===== src/rtl/fnd_pkg.sv =====
// fnd_pkg: segment patterns, digit-enable constants and enums shared by the FND scan driver.
package fnd_pkg;
    localparam logic [7:0] SEG_0     = 8'hC0;
    localparam logic [7:0] SEG_1     = 8'hF9;
    localparam logic [7:0] SEG_2     = 8'hA4;
    localparam logic [7:0] SEG_3     = 8'hB0;
    localparam logic [7:0] SEG_4     = 8'h99;
    localparam logic [7:0] SEG_5     = 8'h92;
    localparam logic [7:0] SEG_6     = 8'h82;
    localparam logic [7:0] SEG_7     = 8'hF8;
    localparam logic [7:0] SEG_8     = 8'h80;
    localparam logic [7:0] SEG_9     = 8'h90;
    localparam logic [7:0] SEG_BLANK = 8'hFF;
    localparam logic [7:0] SEG_DOT   = 8'h7F;
    localparam logic [3:0] COM_OFF   = 4'hF;

    typedef enum logic {VIEW_SEC_MSEC, VIEW_HOUR_MIN} view_mode_t;
    typedef enum logic {DEAD, DRIVE} scan_state_t;
endpackage


===== src/rtl/fnd_seg_decoder.sv =====
// fnd_seg_decoder: 4-bit BCD to active-low {dp,g,f,e,d,c,b,a}; non-decimal codes blank.
module fnd_seg_decoder
    import fnd_pkg::*;
(
    input  logic [3:0] bcd,
    output logic [7:0] seg
);
    always_comb begin
        case (bcd)
            4'd0:    seg = SEG_0;
            4'd1:    seg = SEG_1;
            4'd2:    seg = SEG_2;
            4'd3:    seg = SEG_3;
            4'd4:    seg = SEG_4;
            4'd5:    seg = SEG_5;
            4'd6:    seg = SEG_6;
            4'd7:    seg = SEG_7;
            4'd8:    seg = SEG_8;
            4'd9:    seg = SEG_9;
            default: seg = SEG_BLANK;
        endcase
    end
endmodule


===== src/rtl/fnd_scan_driver.sv =====
// fnd_scan_driver: multiplexed 4-digit common-anode drive with dead-time blanking and frame snapshot.
// Optional: FND_LEADING_ZERO_BLANK_EN blanks zero tens digits.
module fnd_scan_driver
    import fnd_pkg::*;
#(
    parameter int DEAD_CYCLES = 4,
    parameter int SEL_WIDTH   = 3
) (
    input  logic                 clk,
    input  logic                 reset,
    input  logic [SEL_WIDTH-1:0] digit_sel,
    input  logic [6:0]           i_msec,
    input  logic [5:0]           i_sec,
    input  logic [5:0]           i_min,
    input  logic [4:0]           i_hour,
    input  logic                 sw_mode,
    output logic [3:0]           fnd_com,
    output logic [7:0]           fnd_data
);
    localparam int CW = DEAD_CYCLES > 1 ? $clog2(DEAD_CYCLES + 1) : 1;
    localparam logic [CW-1:0] CNT_INIT = CW'(DEAD_CYCLES);

    scan_state_t          state, state_nxt;
    logic [CW-1:0]        dead_cnt, cnt_nxt;
    logic [SEL_WIDTH-1:0] prev_sel;
    logic [6:0]           snap_msec;
    logic [5:0]           snap_sec, snap_min;
    logic [4:0]           snap_hour;
    view_mode_t           snap_mode;
    logic                 changed, wrap, lz_blank;
    logic [1:0]           p;
    logic [6:0]           val;
    logic [3:0]           tens, ones, digit;
    logic [7:0]           seg, data_nxt;
    logic [3:0]           com_nxt;

    fnd_seg_decoder u_dec (.bcd(digit), .seg(seg));

    always_comb begin
        changed   = digit_sel != prev_sel;
        wrap      = prev_sel == SEL_WIDTH'(7) && digit_sel == '0;
        state_nxt = changed ? DEAD : (state == DEAD && dead_cnt == '0) ? DRIVE : state;
        cnt_nxt   = changed ? CNT_INIT : (state == DEAD && dead_cnt != '0) ? dead_cnt - CW'(1) : dead_cnt;
        p         = prev_sel[1:0];
        // p0/p1 show the low field of the view, p2/p3 the high field
        val       = p[1] ? (snap_mode == VIEW_HOUR_MIN ? {2'b0, snap_hour} : {1'b0, snap_sec})
                         : (snap_mode == VIEW_HOUR_MIN ? {1'b0, snap_min} : snap_msec);
        tens      = 4'(val / 7'd10);
        ones      = 4'(val % 7'd10);
        digit     = p[0] ? tens : ones;
`ifdef FND_LEADING_ZERO_BLANK_EN
        lz_blank  = p[0] && tens == 4'd0;
`else
        lz_blank  = 1'b0;
`endif
        com_nxt   = state_nxt == DEAD ? COM_OFF : ~(4'b0001 << p);
        data_nxt  = state_nxt == DEAD ? SEG_BLANK
                  : prev_sel[2] ? ((p == 2'd2 && snap_msec < 7'd50) ? SEG_DOT : SEG_BLANK)
                  : lz_blank ? SEG_BLANK : seg;
    end

    always_ff @(posedge clk or posedge reset) begin
        if (reset) begin
            state     <= DEAD;
            dead_cnt  <= CNT_INIT;
            prev_sel  <= '0;
            snap_msec <= '0;
            snap_sec  <= '0;
            snap_min  <= '0;
            snap_hour <= '0;
            snap_mode <= VIEW_SEC_MSEC;
            fnd_com   <= COM_OFF;
            fnd_data  <= SEG_BLANK;
        end else begin
            state    <= state_nxt;
            dead_cnt <= cnt_nxt;
            prev_sel <= digit_sel;
            fnd_com  <= com_nxt;
            fnd_data <= data_nxt;
            if (wrap) begin
                snap_msec <= i_msec > 7'd99 ? 7'd99 : i_msec;
                snap_sec  <= i_sec > 6'd59 ? 6'd59 : i_sec;
                snap_min  <= i_min > 6'd59 ? 6'd59 : i_min;
                snap_hour <= i_hour > 5'd23 ? 5'd23 : i_hour;
                snap_mode <= view_mode_t'(sw_mode);
            end
        end
    end
endmodule


===== config.mk =====
export PLATFORM = sky130hd
export DESIGN_NAME = fnd_scan_driver
export DESIGN_NICKNAME = d
export VERILOG_FILES = /design/src/rtl/fnd_pkg.sv /design/src/rtl/fnd_seg_decoder.sv /design/src/rtl/fnd_scan_driver.sv
export SDC_FILE = /design/constraint.sdc
export NUM_CORES = 1
export LEC_CHECK = 0
export ABC_AREA = 1
export CORE_ASPECT_RATIO = 1.75
export CORE_MARGIN = 4
export CORE_UTILIZATION = 54
export CTS_CLUSTER_SIZE = 30
export DETAILED_ROUTE_END_ITERATION = 10
export PLACE_DENSITY = 0.8
export SLEW_MARGIN = 20
export SYNTH_ARGS = -nofsm -noshare
export SYNTH_HDL_FRONTEND = slang
export SYNTH_SLANG_ARGS = --single-unit

===== constraint.sdc =====
create_clock -name clk -period 3.6 [get_ports clk]
set_clock_uncertainty 0.1 [all_clocks]
set_input_delay 0.9 -clock clk [delete_from_list [all_inputs] [get_ports clk]]
set_output_delay 0.9 -clock clk [all_outputs]
set_load 0.05 [all_outputs]

# After elaboration in Yosys (flattened, before gate mapping)
# Memories as Yosys holds them, arrays and structs flattened.
# Index checks and enable logic that the tools add are counted.
[totals] n_memories=1 ff_bits=44 rom_bits=112 output_inout_bits=12 input_bits=30
[classes] bitwise=2 addsub=1 shifts=1 div_mod_pow=2 reduce_logical=8 eq_ne=3 n_lt_le_gt_ge=5 muxes=16
[memory_table] name="(no name shown)" depth=16 word_bits=7 read_ports=1 rd_ports_with_merged_regs=0 wr=0 line_no="fnd_seg_decoder.sv:9" source="case (bcd)"
[ops] operator="2-to-1 mux 8 bit" count=3
[ops] operator="2-to-1 mux 7 bit" count=3
[ops] operator="2-to-1 mux 6 bit" count=3
[ops] operator="> comparator 6 bit, second input constant" count=2
[ops] operator="2-to-1 mux 4 bit" count=2
[ops] operator="divider 7 x 4 -> 7 bit, second input constant" count=1
[ops] operator="> comparator 7 bit, second input constant" count=1
[ops] operator="< comparator 7 x 6 -> 1 bit, second input constant" count=1
[ops] operator="remainder unit 7 x 4 -> 7 bit, second input constant" count=1
[ops] operator="logical NOT 3 bit" count=2
[ops] operator="2-to-1 mux 3 bit" count=2
[ops] operator="> comparator 5 bit, second input constant" count=1
[ops] operator="2-to-1 mux 5 bit" count=1
[ops] operator="logical AND 1 bit" count=4
[ops] operator="inverter 4 bit" count=1
[ops] operator="<< shifter 1 x 2 -> 4 bit, first input constant" count=1
[ops] operator="== test 3 bit, second input constant" count=1
[ops] operator="!= test 3 bit" count=1
[ops] operator="nonzero test 3 bit" count=1
[ops] operator="subtractor 3 x 1 -> 3 bit, second input constant" count=1
[ops] operator="== test 2 bit, second input constant" count=1
[ops] operator="2-to-1 mux 1 bit" count=2
[ops] operator="nonzero test 2 bit" count=1
[ops] operator="inverter 1 bit" count=1

# Logic depth before layout (Yosys ltp)
# An unclocked memory read counts as a cell.
[logic_depth] word_depth=7 depth_mapped=33 mapped_depth_nobuf=32

# Cells and area by module
# Synthesis repeated with hierarchy kept, for this count alone.
[unflattened] hier_cells=327 hier_area_um2=2603.7
[modules_own_cells] mod="fnd_scan_driver" area_each_um2=2404.8 n_inst=1 seq_area_each_um2=1117.3 cells_each=290
[modules_own_cells] mod="fnd_seg_decoder" area_each_um2=198.9 n_inst=1 seq_area_each_um2=0.0 cells_each=37

# Worst setup path after synthesis
# Ideal clock, no wire load.
[synth_timing] path_type="register -> register" startpoint="reg snap_mode" endpoint="reg fnd_data[3]" slack_ns=0.422 n_path_buf=1 arrival_ns=2.986 path_stages_with_launch=28 synth_period_minus_slack_ns=3.178 cell_sequence="dfrtp_1 buf_6 inv_8 nand2_4 nand2_4 nand3_4 nand2_2 nand2_2 nand2_4 nand3_4 nand2_4 nand2_4 or2_4 nand2_4 nand2_4 nand2_2 nand2_1 inv_1 ha_1 inv_1 nand3_4 nand3_2 o21ai_1 inv_1 ha_1 nand3_1 nand3_1 nand3_1"
[synth_via] elab_chain_cells=7 word_cells_on_any_way=9 classes_between="2 x div; 6 x mux; 1 x memory"
[synth_lines] item="from (decl)" line_no="fnd_scan_driver.sv:29" source="view_mode_t snap_mode;"
[synth_lines] item="from (signal assigned)" line_no="fnd_scan_driver.sv:85" source="snap_mode <= view_mode_t'(sw_mode);"
[synth_lines] item="2-to-1 mux 7 bit or 2-to-1 mux 6 bit (tied branches)" line_no="fnd_scan_driver.sv:47, fnd_scan_driver.sv:46"
[synth_lines] item="2-to-1 mux 7 bit (*)" line_no="fnd_scan_driver.sv:46" source="val = p[1] ? (snap_mode == VIEW_HOUR_MIN ? {2'b0, snap_hour} : {1'b0, snap_sec})"
[synth_lines] item="remainder unit 7 x 4 -> 7 bit or divider 7 x 4 -> 7 bit (tied branches)" line_no="fnd_scan_driver.sv:49, fnd_scan_driver.sv:48"
[synth_lines] item="2-to-1 mux 4 bit (*)" line_no="fnd_scan_driver.sv:50" source="digit = p[0] ? tens : ones;"
[synth_lines] item="memory read (16 x 7 bit) (*)"
[synth_lines] item="2-to-1 mux 8 bit (*)" line_no="fnd_scan_driver.sv:58" source=": prev_sel[2] ? ((p == 2'd2 && snap_msec < 7'd50) ? SEG_DOT : SEG_BLANK)"
[synth_lines] item="2-to-1 mux 8 bit (*)" line_no="fnd_scan_driver.sv:57" source="data_nxt = state_nxt == DEAD ? SEG_BLANK"
[synth_lines] item="via data_nxt[3]" line_no="fnd_scan_driver.sv:34" source="logic [7:0] seg, data_nxt;"
[synth_lines] item="to (signal assigned)" line_no="fnd_scan_driver.sv:79" source="fnd_data <= data_nxt;"
[synth_lines] item="to (decl)" line_no="fnd_scan_driver.sv:18" source="output logic [7:0] fnd_data"
# The timed path passes the listed nets; every way through them passes the cells marked *.
# A chain may end at the register's enable or synchronous reset.

# Worst setup path in the final report
[layout_timing] startpoint="reg snap_mode" endpoint="reg fnd_data[6]"
# The elaborated chain is that of the path after synthesis.

==> summary.md <==
| Metric | Value |
|---|---|
| Num rows | `33` |
| Slew headroom | `62.8%` |
| Max VDD drop | `0.418 mV` |
| Net Count, Synth | `358` |
| Yosys top cell area share | `29.2%` |
| # DRC | `0` |
| Setup violations, final | `0` |
| Status | `complete, no violations` |
| P_leak | `1.67 nW` |
| Antenna-violating nets left | `0` |
| Area of the core | `4710 sq um` |
| Clock buffer depth | `2` |
| Commonest cells after routing, fill and taps aside | `nand2_1 (69), clkdlybuf4s50_1 (41), nand3_1 (37)` |
| Tmin final | `3.42 ns` |
| CP endpoint | `fnd_data[6]$_DFF_PP1_` |
| Routed wirelength normalized by instance count | `14.1 um` |
| Clk sinks | `44` |
| Crit. End Element | `flop` |
| Share of layout cells above drive strength 1 | `25.6%` |
| Vias in the first global route | `2389` |
| Post-synth EDFFs | `0` |
| Final hold violations | `0` |
| Arrival @ worst endpoint | `3.53 ns` |
| Finished Core Util | `73.2%` |
| Max Cap Viol | `0` |
| Final count of pins violating max slew | `0` |
| Hold Path Class | `flop to flop` |
| Die ar. | `6140 sq um` |
| CTS clk-pin slew, worst paths | `0.08 ns` |
| Final critical-path share of the clock period | `95.1%` |
| WP data required | `3.71 ns` |
| Crit. Startpoint | `snap_mode$_DFFE_PP0P_` |
| ANT cells | `0` |
| Clock Latency Late Sink | `0.30 ns` |
| Placed wire-length estimate | `4660 um` |
| Pre-CTS WS | `-0.0328 ns` |
| CP max-delay cell | `dfrtp_2` |
| Syn avg cell area | `8.29 sq um` |
| FF-to-FF path depth | `31` |
| Ys Warns | `0` |
| Tot Pwr | `1.98 mW` |
| GRT Util Overall | `20.8%` |
| Asr flop ratio synth | `100%` |
| Routed vias | `2418` |
| CP dominant cell by count | `nand2_4` |
| Reg2reg end | `fnd_data[6]$_DFF_PP1_` |
| Crit path max-delay family | `simple AND/OR/NAND/NOR gates` |
| Fillers | `360` |
| WL final | `6130 um` |
| Gpl congestion | `0.920` |
| Post-Syn Area | `2650 sq um` |
| Total grt overflow | `0` |
| Htree depth | `2` |
| Setup crit start kind | `flop` |
| Largest fanout on the critical path | `7` |
| Vias per cell | `5.56` |
| # IOs | `42` |
| DR pass1 iterations | `4` |
| Area leader, netlist | `dfrtp_1` |
| Largest net degree at the start of global routing | `45` |
| Layout Nets | `420` |
| Clock buffer count from CTS | `5` |
| WP depth | `31` |
| Initial core utilization | `56.4%` |
| Synthesized instance count | `320` |
| Worst Tran Pin Value | `0.556 ns` |
| Synthesis-stage register bit count | `44` |
| Post-synthesis sequential area ratio | `42.1%` |
| Post-route setup TNS | `0 ns` |
| First-pass GRT wire length | `9760 um` |
| Root Buffer | `clkbuf_8` |
| Commonest non-fill, non-tap cell in the layout | `nand2_1` |
| Input/output buffers | `41` |
| Fmax | `292 MHz` |
| P&R area growth vs syn | `29.8%` |
| Setup slack, reg-to-reg | `0.18 ns` |
| Ys flop type | `dfrtp_1` |
| R2r startpoint | `snap_mode$_DFFE_PP0P_` |
| Initial antenna violation count | `0` |
| Worst setup margin | `0.178 ns` |
| Chip height | `101 um` |
| CTS tree | `built` |
| Setup Crit Path Kind | `flop to flop` |
| Die W | `61.0 um` |
| Synth cell types | `36` |
| Worst path buffer plus inverter count | `6` |
| Drt initial violations | `91` |
| CP peak stage delay | `0.50 ns` |
| Cell area power density | `575 nW/um^2` |
| Largest cells by area after synthesis | `dfrtp_1 (29%), dfstp_2 (13%), nand2_1 (10%), nand3_1 (7.5%), nand2_4 (5.5%)` |
cells in the mapped netlist, types with 5 or more instances:
| cell type | number |
|---|---|
| a21oi_1 | 5 |
| a31oi_1 | 5 |
| o21ai_0 | 20 |
| nand4_1 | 6 |
| inv_1 | 37 |
| nand3_1 | 40 |
| nor2_1 | 17 |
| dfrtp_1 | 31 |
| nand3_2 | 6 |
| nand2_4 | 13 |
| dfstp_2 | 13 |
| nand2_2 | 13 |
| nand2_1 | 71 |
| ha_1 | 8 |
registers in the layout, indices dropped and copies added (netlist names):
register	count
fnd_data	8
snap_hour	5
snap_min	6
state	1
fnd_com	4
prev_sel	3
snap_msec	7
snap_mode	1
dead_cnt	3
snap_sec	6
what timing repair did:
action,in CTS,in global routing
hold buffers,0,0
buffers inserted,0,16
resized for setup,2,15
cloned,0,0
pin swaps,0,10
setup endpoints to repair,3,7
per-stage QoR:
stage / cell area, sq um / hold WS [ns] / instances
floorplan: 2650 / 0.348 / 320
global placement: 3130 / 0.364 / 411
detailed placement: 3130 / 0.371 / 411
CTS: 3250 / 0.390 / 419
global route: 3450 / 0.424 / 435
finish: 3450 / 0.388 / 435
worst register-to-register path, delay by kind of cell (launching register included):
kind | cells | cell delay [ns]
fa+ha+maj | 2 | 0.38
buf+inv | 6 | 0.39
simple gates | 23 | 1.98
flops | 1 | 0.50
final cells by class:
type | count | area [sq um] | area share [%]
Multi-Input combinational cell | 225 | 1390 | 40.2
Sequential cell | 44 | 1120 | 32.5
Timing Repair Buffer | 64 | 588 | 17.1
Inverter | 42 | 165 | 4.79
Clock buffer | 6 | 82.6 | 2.40
Tap cell | 52 | 65.1 | 1.89
Clock inverter | 2 | 38.8 | 1.13
kinds of logic (layout without fill, tap and decap cells):
kind of cell	Yosys count	after routing	synth area share, %
buffers and inverters	51	114	8.25
AOI/OAI and AO/OA	39	39	8.35
xor gates and xnor gates	1	1	0.330
DFF	44	44	42.1
adders and majority gates	8	8	3.77
and+or+nand+nor	177	177	37.2
worst min path at each step:
stage	startpoint	end	slack (ns)	depth (start not counted)
global route	snap_hour[4]$_DFFE_PP0P_	snap_hour[4]$_DFFE_PP0P_	0.42	2
finish	dead_cnt[1]$_DFFE_PP0P_	dead_cnt[1]$_DFFE_PP0P_	0.39	2
floorplan	snap_sec[2]$_DFFE_PP0P_	snap_sec[2]$_DFFE_PP0P_	0.35	2
CTS	dead_cnt[1]$_DFFE_PP0P_	dead_cnt[1]$_DFFE_PP0P_	0.39	2
detailed placement	dead_cnt[1]$_DFFE_PP0P_	dead_cnt[1]$_DFFE_PP0P_	0.37	2
global placement	dead_cnt[1]$_DFFE_PP0P_	dead_cnt[1]$_DFFE_PP0P_	0.36	2
where the power goes:
| part | switching [mW] | internal [mW] | leakage [nW] |
|---|---|---|---|
| Combinational | 0.587 | 0.384 | 1.10 |
| Clock | 0.172 | 0.227 | 0.0614 |
| Sequential | 0.0493 | 0.563 | 0.517 |
| Total | 0.808 | 1.17 | 1.67 |
per-layer routing:
metal | GRT usage (%) | part of all wire, % | wire length [um]
met1 | 18.7 | 35 | 2120
met2 | 41.4 | 59 | 3610
met3 | 3.46 | 3.8 | 233
met4 | 9.68 | 2.6 | 162
met5 | 0 | 0 | 0
No activity file was read; power rests on OpenSTA's default activity.
